===== config.mk =====
export PLATFORM = sky130hd
export DESIGN_NAME = wb_ram_dual_port_arbiter_flat
export DESIGN_NICKNAME = d
export VERILOG_FILES = /design/src/rtl/wb_ram_dual_port_arbiter_pkg.sv /design/src/rtl/wb_ram_dual_port_arbiter_if.sv /design/src/rtl/wb_ram_dual_port_arbiter_rr_arbiter_2.sv /design/src/rtl/wb_ram_dual_port_arbiter.sv /design/src/flat_wrapper.sv
export SDC_FILE = /design/constraint.sdc
export NUM_CORES = 1
export LEC_CHECK = 0
export CAP_MARGIN = 20
export CELL_PAD_IN_SITES_DETAIL_PLACEMENT = 1
export CELL_PAD_IN_SITES_GLOBAL_PLACEMENT = 1
export CORE_MARGIN = 2
export CORE_UTILIZATION = 11
export DETAILED_ROUTE_END_ITERATION = 10
export GPL_TIMING_DRIVEN = 0
export PLACE_DENSITY = 0.89
export SLEW_MARGIN = 20
export SYNTH_ARGS = -nofsm -noshare
export SYNTH_HDL_FRONTEND = slang
export SYNTH_SLANG_ARGS = --single-unit
export TNS_END_PERCENT = 100

===== constraint.sdc =====
create_clock -name clk_i -period 2.1 [get_ports clk_i]
set_input_delay 0.21 -clock clk_i [delete_from_list [all_inputs] [get_ports clk_i]]
set_output_delay 0.21 -clock clk_i [all_outputs]
set_load 0.01 [all_outputs]

===== src/rtl/wb_ram_dual_port_arbiter_pkg.sv =====
// Shared types and constants for the two-master Wishbone RAM arbiter.
// Carries no logic and no latency of its own.
package wb_ram_dual_port_arbiter_pkg;

  typedef enum logic {
    ST_IDLE = 1'b0,
    ST_ACK  = 1'b1
  } state_t;

  localparam logic M0 = 1'b0;
  localparam logic M1 = 1'b1;

endpackage


===== src/rtl/wb_ram_dual_port_arbiter_if.sv =====
// Wishbone B3 classic port, one instance per master.
// The slave acks one cycle after grant and has no wait-state backpressure beyond that.
interface wb_ram_dual_port_arbiter_if #(
  parameter int ADDR_WIDTH = 11
);

  logic                  cyc;
  logic                  stb;
  logic                  we;
  logic [ADDR_WIDTH+1:0] adr;
  logic [3:0]            sel;
  logic [31:0]           dat_w;
  logic [31:0]           dat_r;
  logic                  ack;

  modport master (
    output cyc, stb, we, adr, sel, dat_w,
    input  dat_r, ack
  );

  modport slave (
    input  cyc, stb, we, adr, sel, dat_w,
    output dat_r, ack
  );

endinterface


===== src/rtl/wb_ram_dual_port_arbiter_rr_arbiter_2.sv =====
// Combinational two-way round-robin grant; zero latency.
// On contention the grant goes to the requester that did not win last time.
module wb_ram_dual_port_arbiter_rr_arbiter_2
  import wb_ram_dual_port_arbiter_pkg::*;
(
  input  logic [1:0] i_req,
  input  logic       i_last_grant,
  output logic       o_gnt_vld,
  output logic       o_gnt
);

  always_comb begin
    o_gnt_vld = |i_req;
    case (i_req)
      2'b10:   o_gnt = M1;
      2'b11:   o_gnt = ~i_last_grant;
      default: o_gnt = M0;
    endcase
  end

endmodule


===== src/rtl/wb_ram_dual_port_arbiter.sv =====
// Shares one byte-lane RAM bank between two Wishbone classic masters, round-robin.
// Ack follows grant by one cycle; one access per two cycles; losers simply wait with stb held.
module wb_ram_dual_port_arbiter
  import wb_ram_dual_port_arbiter_pkg::*;
#(
  parameter int ADDR_WIDTH = 11
) (
  input  logic                  clk_i,
  input  logic                  rst_n_i,
  wb_ram_dual_port_arbiter_if.slave m0,
  wb_ram_dual_port_arbiter_if.slave m1,
  output logic [ADDR_WIDTH-1:0] ram_addr_o,
  output logic [3:0]            ram_we_o,
  output logic [31:0]           ram_data_o,
  input  logic [31:0]           ram_data_i
);

  state_t     r_state;
  state_t     w_state_nxt;
  logic       r_grant;
  logic       r_last_grant;
  logic [1:0] w_req;
  logic       w_gnt_vld;
  logic       w_gnt;
  logic       w_issue;
  logic       w_bus_sel;
  logic [3:0] w_unused_adr_bits;

  assign w_req             = {m1.cyc & m1.stb, m0.cyc & m0.stb};
  assign w_issue           = (r_state == ST_IDLE) & w_gnt_vld;
  assign w_unused_adr_bits = {m1.adr[1:0], m0.adr[1:0]};

  wb_ram_dual_port_arbiter_rr_arbiter_2 u_rr (
    .i_req        (w_req),
    .i_last_grant (r_last_grant),
    .o_gnt_vld    (w_gnt_vld),
    .o_gnt        (w_gnt)
  );

  always_ff @(posedge clk_i or negedge rst_n_i) begin
    if (!rst_n_i) begin
      r_state      <= ST_IDLE;
      r_grant      <= M0;
      r_last_grant <= M1;
    end else begin
      r_state <= w_state_nxt;
      if (w_issue) begin
        r_grant      <= w_gnt;
        r_last_grant <= w_gnt;
      end
    end
  end

  always_comb begin
    w_state_nxt = r_state;
    case (r_state)
      ST_IDLE: if (w_gnt_vld) w_state_nxt = ST_ACK;
      ST_ACK:  w_state_nxt = ST_IDLE;
      default: w_state_nxt = ST_IDLE;
    endcase
  end

  // Outside an issue cycle the address bus idles on the last winner's address.
  assign w_bus_sel = w_issue ? w_gnt : r_last_grant;

  always_comb begin
    ram_addr_o = m0.adr[ADDR_WIDTH+1:2];
    ram_data_o = m0.dat_w;
    ram_we_o   = 4'b0000;
    if (w_bus_sel == M1) begin
      ram_addr_o = m1.adr[ADDR_WIDTH+1:2];
      ram_data_o = m1.dat_w;
    end
    if (w_issue) begin
      if (w_gnt == M1) ram_we_o = m1.we ? m1.sel : 4'b0000;
      else             ram_we_o = m0.we ? m0.sel : 4'b0000;
    end
  end

  // A master that dropped its request during the ack cycle has aborted and gets no ack.
  assign m0.ack   = (r_state == ST_ACK) & (r_grant == M0) & w_req[0];
  assign m1.ack   = (r_state == ST_ACK) & (r_grant == M1) & w_req[1];
  assign m0.dat_r = ram_data_i;
  assign m1.dat_r = ram_data_i;

endmodule

===== src/flat_wrapper.sv =====
// flat-port wrapper written by rule: the top's interface ports become plain ports
module wb_ram_dual_port_arbiter_flat import wb_ram_dual_port_arbiter_pkg::*;
#(
  parameter int ADDR_WIDTH = 11
)
  (clk_i, rst_n_i, ram_addr_o, ram_we_o, ram_data_o, ram_data_i, m0_cyc, m0_stb, m0_we, m0_adr, m0_sel, m0_dat_w, m0_dat_r, m0_ack, m1_cyc, m1_stb, m1_we, m1_adr, m1_sel, m1_dat_w, m1_dat_r, m1_ack);
  wb_ram_dual_port_arbiter_if #(.ADDR_WIDTH(ADDR_WIDTH)) m0_i ();
  wb_ram_dual_port_arbiter_if #(.ADDR_WIDTH(ADDR_WIDTH)) m1_i ();
  input  logic clk_i;
  input  logic rst_n_i;
  output logic [ADDR_WIDTH-1:0] ram_addr_o;
  output logic [3:0] ram_we_o;
  output logic [31:0] ram_data_o;
  input  logic [31:0] ram_data_i;
  input wire logic [$bits(m0_i.cyc)-1:0] m0_cyc;
  input wire logic [$bits(m0_i.stb)-1:0] m0_stb;
  input wire logic [$bits(m0_i.we)-1:0] m0_we;
  input wire logic [$bits(m0_i.adr)-1:0] m0_adr;
  input wire logic [$bits(m0_i.sel)-1:0] m0_sel;
  input wire logic [$bits(m0_i.dat_w)-1:0] m0_dat_w;
  output wire logic [$bits(m0_i.dat_r)-1:0] m0_dat_r;
  output wire logic [$bits(m0_i.ack)-1:0] m0_ack;
  input wire logic [$bits(m1_i.cyc)-1:0] m1_cyc;
  input wire logic [$bits(m1_i.stb)-1:0] m1_stb;
  input wire logic [$bits(m1_i.we)-1:0] m1_we;
  input wire logic [$bits(m1_i.adr)-1:0] m1_adr;
  input wire logic [$bits(m1_i.sel)-1:0] m1_sel;
  input wire logic [$bits(m1_i.dat_w)-1:0] m1_dat_w;
  output wire logic [$bits(m1_i.dat_r)-1:0] m1_dat_r;
  output wire logic [$bits(m1_i.ack)-1:0] m1_ack;
  assign m0_i.cyc = m0_cyc;
  assign m0_i.stb = m0_stb;
  assign m0_i.we = m0_we;
  assign m0_i.adr = m0_adr;
  assign m0_i.sel = m0_sel;
  assign m0_i.dat_w = m0_dat_w;
  assign m0_dat_r = m0_i.dat_r;
  assign m0_ack = m0_i.ack;
  assign m1_i.cyc = m1_cyc;
  assign m1_i.stb = m1_stb;
  assign m1_i.we = m1_we;
  assign m1_i.adr = m1_adr;
  assign m1_i.sel = m1_sel;
  assign m1_i.dat_w = m1_dat_w;
  assign m1_dat_r = m1_i.dat_r;
  assign m1_ack = m1_i.ack;
  wb_ram_dual_port_arbiter #(.ADDR_WIDTH(ADDR_WIDTH)) u_core (.clk_i(clk_i), .rst_n_i(rst_n_i), .m0(m0_i), .m1(m1_i), .ram_addr_o(ram_addr_o), .ram_we_o(ram_we_o), .ram_data_o(ram_data_o), .ram_data_i(ram_data_i));
endmodule

Word level (Yosys, flattened, before mapping)
Index checks and enable logic that the tools add are counted.

Register bits: 3. Input bits: 138. Output and inout port bits: 113. Logic and storage cells: 26.

Equality and inequality tests: 2. Mux-type cells: 10. Bitwise gates (word level): 10. Reduce and logical (&&, ||, !) cells: 1.

Operator list (count): 2-to-1 mux 32 bit (1); 2-to-1 mux 4 bit (4); 2-to-1 mux 11 bit (1); bitwise AND 1 bit (7); equality test 2 bit (second input constant) (2); case mux 1 bit (2 select lines) (2); inverter 1 bit (3); 2-to-1 mux 1 bit (2); OR reduction 2 bit (1).

Longest topological paths before layout
Gate-level depths: netlist of the first run.

Word-level depth: 5. Mapped depth: 4. Gate-level depth less buffers: 3.

Cells and area by module
A second synthesis of the first run with hierarchy kept.

Cell total of the unflattened synthesis: 139. Area total of the unflattened synthesis: 1420.1 um2.

By module, submodules not included: wb_ram_dual_port_arbiter (times used 1, cells an instance 137, area each 1406.3 um2, seq. area each 76.3 um2); wb_ram_dual_port_arbiter_rr_arbiter_2 (times used 1, cells an instance 2, area each 13.8 um2, seq. area each 0.0 um2).

Worst setup path before layout of the first run
Ideal clock, no wire load.

Path type: register to output. From: reg (tool-made name). To: out ram_addr_o[3]. Arrival time: 1.569 ns. Required time: 1.890 ns. Setup slack: 0.321 ns. Stages on the path, launching flop included: 5. Buffers on the path: 1. Cell sequence: dfstp_2 -> nand3_1 -> o22ai_4 -> buf_6 -> mux2_1.

RTL lines: end: declaration (line flat_wrapper.sv:11) `output logic [ADDR_WIDTH-1:0] ram_addr_o;`.

==> impl_results.md, run 1 <==
* Pwr/cell area at 475 mW/mm2
* Final net count at 505
* WHS at 0.169 ns
* Sum Neg Setup Slack at -0.00358 ns
* DP Wirelength at 6140 um
* Area Growth Syn to Fin at 191%
* Startpoint types: flip-flop
* Initial core utilization at between 10% and 20%
* Worst IR drop on VDD at about 0.00023 V
* Worst slew margin at 82.5%
* Die W at 111 um
* Max_cap viols at 0
* Count of buffers from port buffering at 214
* RSZ-0062 raised after global routing: yes
* Synth top area share at between 30% and 40%
* Syn Nets at between 200 and 300
* WP data arrival at 1.89 ns
* Maximum number of pins on one net before global-route repair at 11
* Via count at 1853
* H-tree depth at 1
* Vias per Instance at 3.64
* Clk_skew at between 0.00015 and 0.0002 ns
* Status: finished with violations
* Fmax at 475 MHz
* Yosys top cell by area: buf_4
* Mapped Cells at 140
* Synth Cell Area at 0.00126 mm2
* Final Hold Viols at 0
* Tmin final at 2.10 ns
* Worst-path clk slew at ~0.03 ns
* Clock sinks at 3
* CP Max Fanout at 10
* Core Footprint at about 0.011 mm2
* Vias in the first global route at around 2100
* Crit path capture type: primary output
* Pleak at 1.57 nW
* Synth area leaders: buf_4, mux2_2, dfrtp_1
* Row cnt at 39
* Final Setup Violations at 1
* Cell Area, Placed at roughly 0.0036 mm2
* Clock root buffer: clkbuf_16
* Design area at 0.00365 mm2
* Synth warnings at 0
* Die Y at 111 um
* Diode count at 0
* Number of nets with antenna violations after routing at 0
* Final Cycle Share at 100%
* GPL Wtd Cong at 0.844
* Antenna violations before repair at 0
* Worst min path class: in -> async
* Worst EP required at approximately 1.9 ns
* Setup CP Type: reg -> out
* Gr ovfl total at 0
* Drt total wl at slightly above 7000 um
* Fin worst setup slack at -0.00358 ns
* Boundary pin count at 251
* Register area share after synthesis at 6.08%
* DRC errors left at 0
* CTS buffer count at 3
* Die area at 0.0123 mm2
* Final Util at between 30% and 40%
* Worst-Skew Late Latency at approximately 0.22 ns
* Dpl ws at -0.595 ns
* First-pass GRT wire length at roughly 11000 um
* TritonCTS clock tree: yes
* Total track usage at 10.9%
* #FFs+latches synth at 3
* Max-slew violations at 0
* CTS Buffer Depth at 2
* Violated checks: setup timing
* Fraction of layout cells with a size suffix above 1 at 44.0%
* Post-synthesis cell type count at 19
* # fillers at approximately 1300
* Worst-margin pin slew at around 0.26 ns
* Drt pass-1 iters at 2
* Number of DRC markers in iteration 0 at 17
* Synth Area per Inst at roughly 9.0 um2
* WL/cell at between 10 and 15 um
==> cells in the mapped netlist (all sizes together) <==
cell    instances
o22ai           1
o211ai          4
dfrtp           2
nand3           1
a21o            2
nand2           2
mux2           43
and3            2
nand4           4
a21oi           4
and2            1
nor3b           1
and3b           1
nor3            1
buf            68
dfstp           1
inv             2
==> critical path: stages (launching register included) <==
cell	delay [ns]
dfstp_2	0.55
nand3_4	0.09
o22ai_4	0.16
buf_6	0.20
mux2_2	0.37
dlygate4sd2_1	0.30
==> where the power goes <==
group | internal, mW | switching [mW]
clock | 0.250 | 0.0493
combinational | 0.861 | 0.490
sequential | 0.0740 | 0.0106
total | 1.18 | 0.550
==> cell usage in the layout (no fill, tap or decap), types with 3 or more instances in the layout <==
cell | synthesis | routed
clkbuf_2 | 0 | 14
buf_6 | 4 | 4
dlygate4sd2_1 | 0 | 11
buf_4 | 64 | 68
buf_8 | 0 | 3
o211ai_1 | 4 | 4
mux2_2 | 40 | 41
a21oi_1 | 4 | 4
buf_2 | 0 | 17
nand4_1 | 4 | 4
clkbuf_16 | 0 | 5
clkdlybuf4s50_1 | 0 | 169
==> logic make-up after synthesis <==
logic type      Yosys count  synth area share, %
mux                      43                 38.5
simple gates             13                 6.17
flops                     3                 6.08
buf+inv                  70                 42.4
compound gates           11                 6.77
==> metal layers <==
layer	track usage (%)	part of all wire [%]
met5	0	0
met4	3.25	1.6
met3	3.23	9.4
met2	21.7	56
met1	10.6	33
==> stage by stage <==
stage / power, mW / instances
floorplan: 0.684 / 140
global placement: 1.39 / 497
detailed placement: 1.42 / 497
CTS: 1.72 / 507
global route: 1.84 / 509
finish: 1.73 / 509
==> path summary, 6_finish.rpt <==
| kind | from | end | slack, ns | depth (start not counted) |
|---|---|---|---|---|
| max | flip-flop | ram_addr_o[3] | -0.004 | 5 |
| min | rst_n_i | u_core.r_grant | 0.17 | 1 |
| max reg2reg | flip-flop | flip-flop | 0.95 | 4 |
| min reg2reg | u_core.r_grant | u_core.r_grant | 0.51 | 1 |
| max in group asynchronous | rst_n_i | asynchronous set/reset pin | 1.71 | 1 |
| min in group clk_i | u_core.r_grant | u_core.r_grant | 0.51 | 1 |
==> area by class of cell <==
cell class	instances	area (um2)	share of cell area [%]
repair buffers	223	2120	57.9
multi-input cells	67	669	18.3
plain buffers	67	526	14.4
well taps	143	179	4.90
clock buffers	4	78.8	2.16
flip-flops and latches	3	77.6	2.12
inverters	2	7.51	0.205
==> repair_timing <==
item                       CTS  global route
setup buffers                6             0
setup endpoints to repair   44            35
pin swaps                    1             0
hold buffers                 0             0
gates cloned                 1             2
resized for setup          128            24
(Power assumes the default switching activity.)
==> run 2: changes to the inputs <==
--- a/config.mk
+++ b/config.mk
@@ -13,6 +13,7 @@
 export DETAILED_ROUTE_END_ITERATION = 10
 export GPL_TIMING_DRIVEN = 0
 export PLACE_DENSITY = 0.89
+export SKIP_CTS_REPAIR_TIMING = 1
 export SLEW_MARGIN = 20
 export SYNTH_ARGS = -nofsm -noshare
 export SYNTH_HDL_FRONTEND = slang
==> run 2 against run 1 <==
The run now ends clean; critical path depth up 2; first-iteration DRC count up 18%; maximum frequency up 0.63%; design area up 3.8%; routed wire length down 0.31%; setup slack better by 0.013 ns; utilization up 1.2 points; non-clock buffer count down 1; combinational power down 3%; sequential share of layout area down 0.077 points; critical endpoint is now ram_data_o[11].
==> impl_results.md, run 2 (synthesized netlist as in run 1, its figures left out) <==
* Dpl ws at -0.595 ns (unchanged)
* Clock root buffer: clkbuf_16
* First-pass GRT wire length at 10500 um (-2.7%)
* Row cnt at 39 (unchanged)
* Via count at 1855 (+0.11%)
* Fmax at 478 MHz (+0.63%)
* Die W at 111 um (unchanged)
* Drt total wl at 7050 um (-0.31%)
* Sum Neg Setup Slack at 0 ns (+0.00358 ns)
* Vias per Instance at 3.65 (+0.30%)
* Worst EP required at 1.89 ns (about the same)
* DP Wirelength at 6140 um (unchanged)
* Gr ovfl total at 0 (unchanged)
* Startpoint types: flip-flop
* Flop2flop setup slack at 0.92 ns (-0.03 ns)
* Diode count at 0 (unchanged)
* Boundary pin count at 251 (unchanged)
* WHS at 0.170 ns (+0.000859 ns)
* Max-slew violations at 0 (unchanged)
* Final Setup Violations at 0 (-1)
* CP Max Fanout at 5 (-5)
* TritonCTS clock tree: yes
* Drt pass-1 iters at 2 (unchanged)
* Pleak at 1.89 nW (+21%)
* Worst-margin pin slew at 0.262 ns (-0.0000845 ns)
* CTS Buffer Depth at 2 (unchanged)
* Die area at 0.0123 mm2 (unchanged)
* Antenna violations before repair at 0 (unchanged)
* Die Y at 111 um (unchanged)
* Count of buffers from port buffering at 214 (unchanged)
* WP data arrival at 1.88 ns (about the same)
* Status: complete, no violations
* Fraction of layout cells with a size suffix above 1 at 37.3% (-6.7 points)
* Worst slew margin at 82.5% (about the same)
* Worst min path class: in -> async
* Clk_skew at 0.000274 ns (+0.000105 ns)
* Total track usage at 10.6% (-0.25 points)
* Final net count at 504 (-0.20%)
* Final Hold Viols at 0 (unchanged)
* WL/cell at 13.9 um (-0.12%)
* Worst-path clk slew at 0.03 ns (about the same)
* H-tree depth at 1 (unchanged)
* Setup CP Type: reg -> out
* Number of nets with antenna violations after routing at 0 (unchanged)
* Vias in the first global route at 2062 (-2.4%)
* Final Cycle Share at 99.5% (-0.63 points)
* Initial core utilization at 11.1% (unchanged)
* RSZ-0062 raised after global routing: yes
* Pwr/cell area at 448 mW/mm2 (-5.6%)
* Leading cell type in the layout, fill and taps excluded: clkdlybuf4s50_1
* Max_cap viols at 0 (unchanged)
* Maximum number of pins on one net before global-route repair at 11 (unchanged)
* Number of DRC markers in iteration 0 at 20 (+3)
* Design Power at 1.70 mW (-2.0%)
* Highest-count cells in the layout ignoring fill and taps: clkdlybuf4s50_1, buf_4, mux2_2, dlymetal6s2s_1, clkbuf_2
* DRC errors left at 0 (unchanged)
* Core Footprint at 0.0113 mm2 (unchanged)
* Clock sinks at 3 (unchanged)
* Fin worst setup slack at 0.00968 ns (+0.0133 ns)
* Worst-Skew Late Latency at 0.22 ns (about the same)
* # fillers at 1306 (-2.6%)
* Tmin final at 2.09 ns (-0.0133 ns)
* Worst IR drop on VDD at 0.000213 V (-8.9%)
* CTS buffer count at 3 (unchanged)
* Crit path capture type: primary output
* GPL Wtd Cong at 0.844 (unchanged)
* Area Growth Syn to Fin at 202%
[run 2: worst paths after layout]
| check | from | endpoint | cells past startpoint |
|---|---|---|---|
| max | flip-flop | ram_data_o[11] | 7 |
| min | rst_n_i | u_core.r_grant | 1 |
| max reg2reg | flip-flop | flip-flop | 4 |
| min reg2reg | u_core.r_grant | u_core.r_grant | 1 |
| max in group asynchronous | rst_n_i | asynchronous set/reset pin | 1 |
| min in group clk_i | u_core.r_grant | u_core.r_grant | 1 |
[run 2: per-layer routing]
metal  vias up  wire [um]  track usage, %
li1        874          -               -
met1       863       2310            10.3
met2       114       4030            21.4
met3         4        641            3.12
met4         0         59            2.92
met5         -          0               0
[run 2: worst max-delay path, stage by stage (launching register included)]
cell and delay, ns:
dfstp_2 0.55, nand3_4 0.10, o22ai_4 0.13, buf_6 0.14, buf_4 0.13, clkbuf_16 0.14
mux2_2 0.34, clkbuf_2 0.13
[run 2: cell type report]
class,instances,area (um2),share of cell area (%)
repair buffers,224,2280,60.2
multi-input cells,67,669,17.7
plain buffers,65,495,13.1
well taps,143,179,4.72
clock buffers,4,78.8,2.08
flip-flops and latches,3,77.6,2.05
inverters,2,7.51,0.198
[run 2: stage by stage]
step	cells	utilization, %	cell area, um2
detailed placement	497	31.7	3580
finish	508	33.6	3790
CTS	501	32.4	3660
floorplan	140	-	1260
global placement	497	31.7	3580
global route	508	33.6	3790
[run 2: power by group]
part | internal, mW | total, mW | switching, mW | leakage [nW]
registers | 0.0741 | 0.0865 | 0.0125 | 0.0342
clock network | 0.250 | 0.299 | 0.0489 | 0.0382
logic | 0.852 | 1.31 | 0.462 | 1.81
total | 1.18 | 1.70 | 0.523 | 1.89
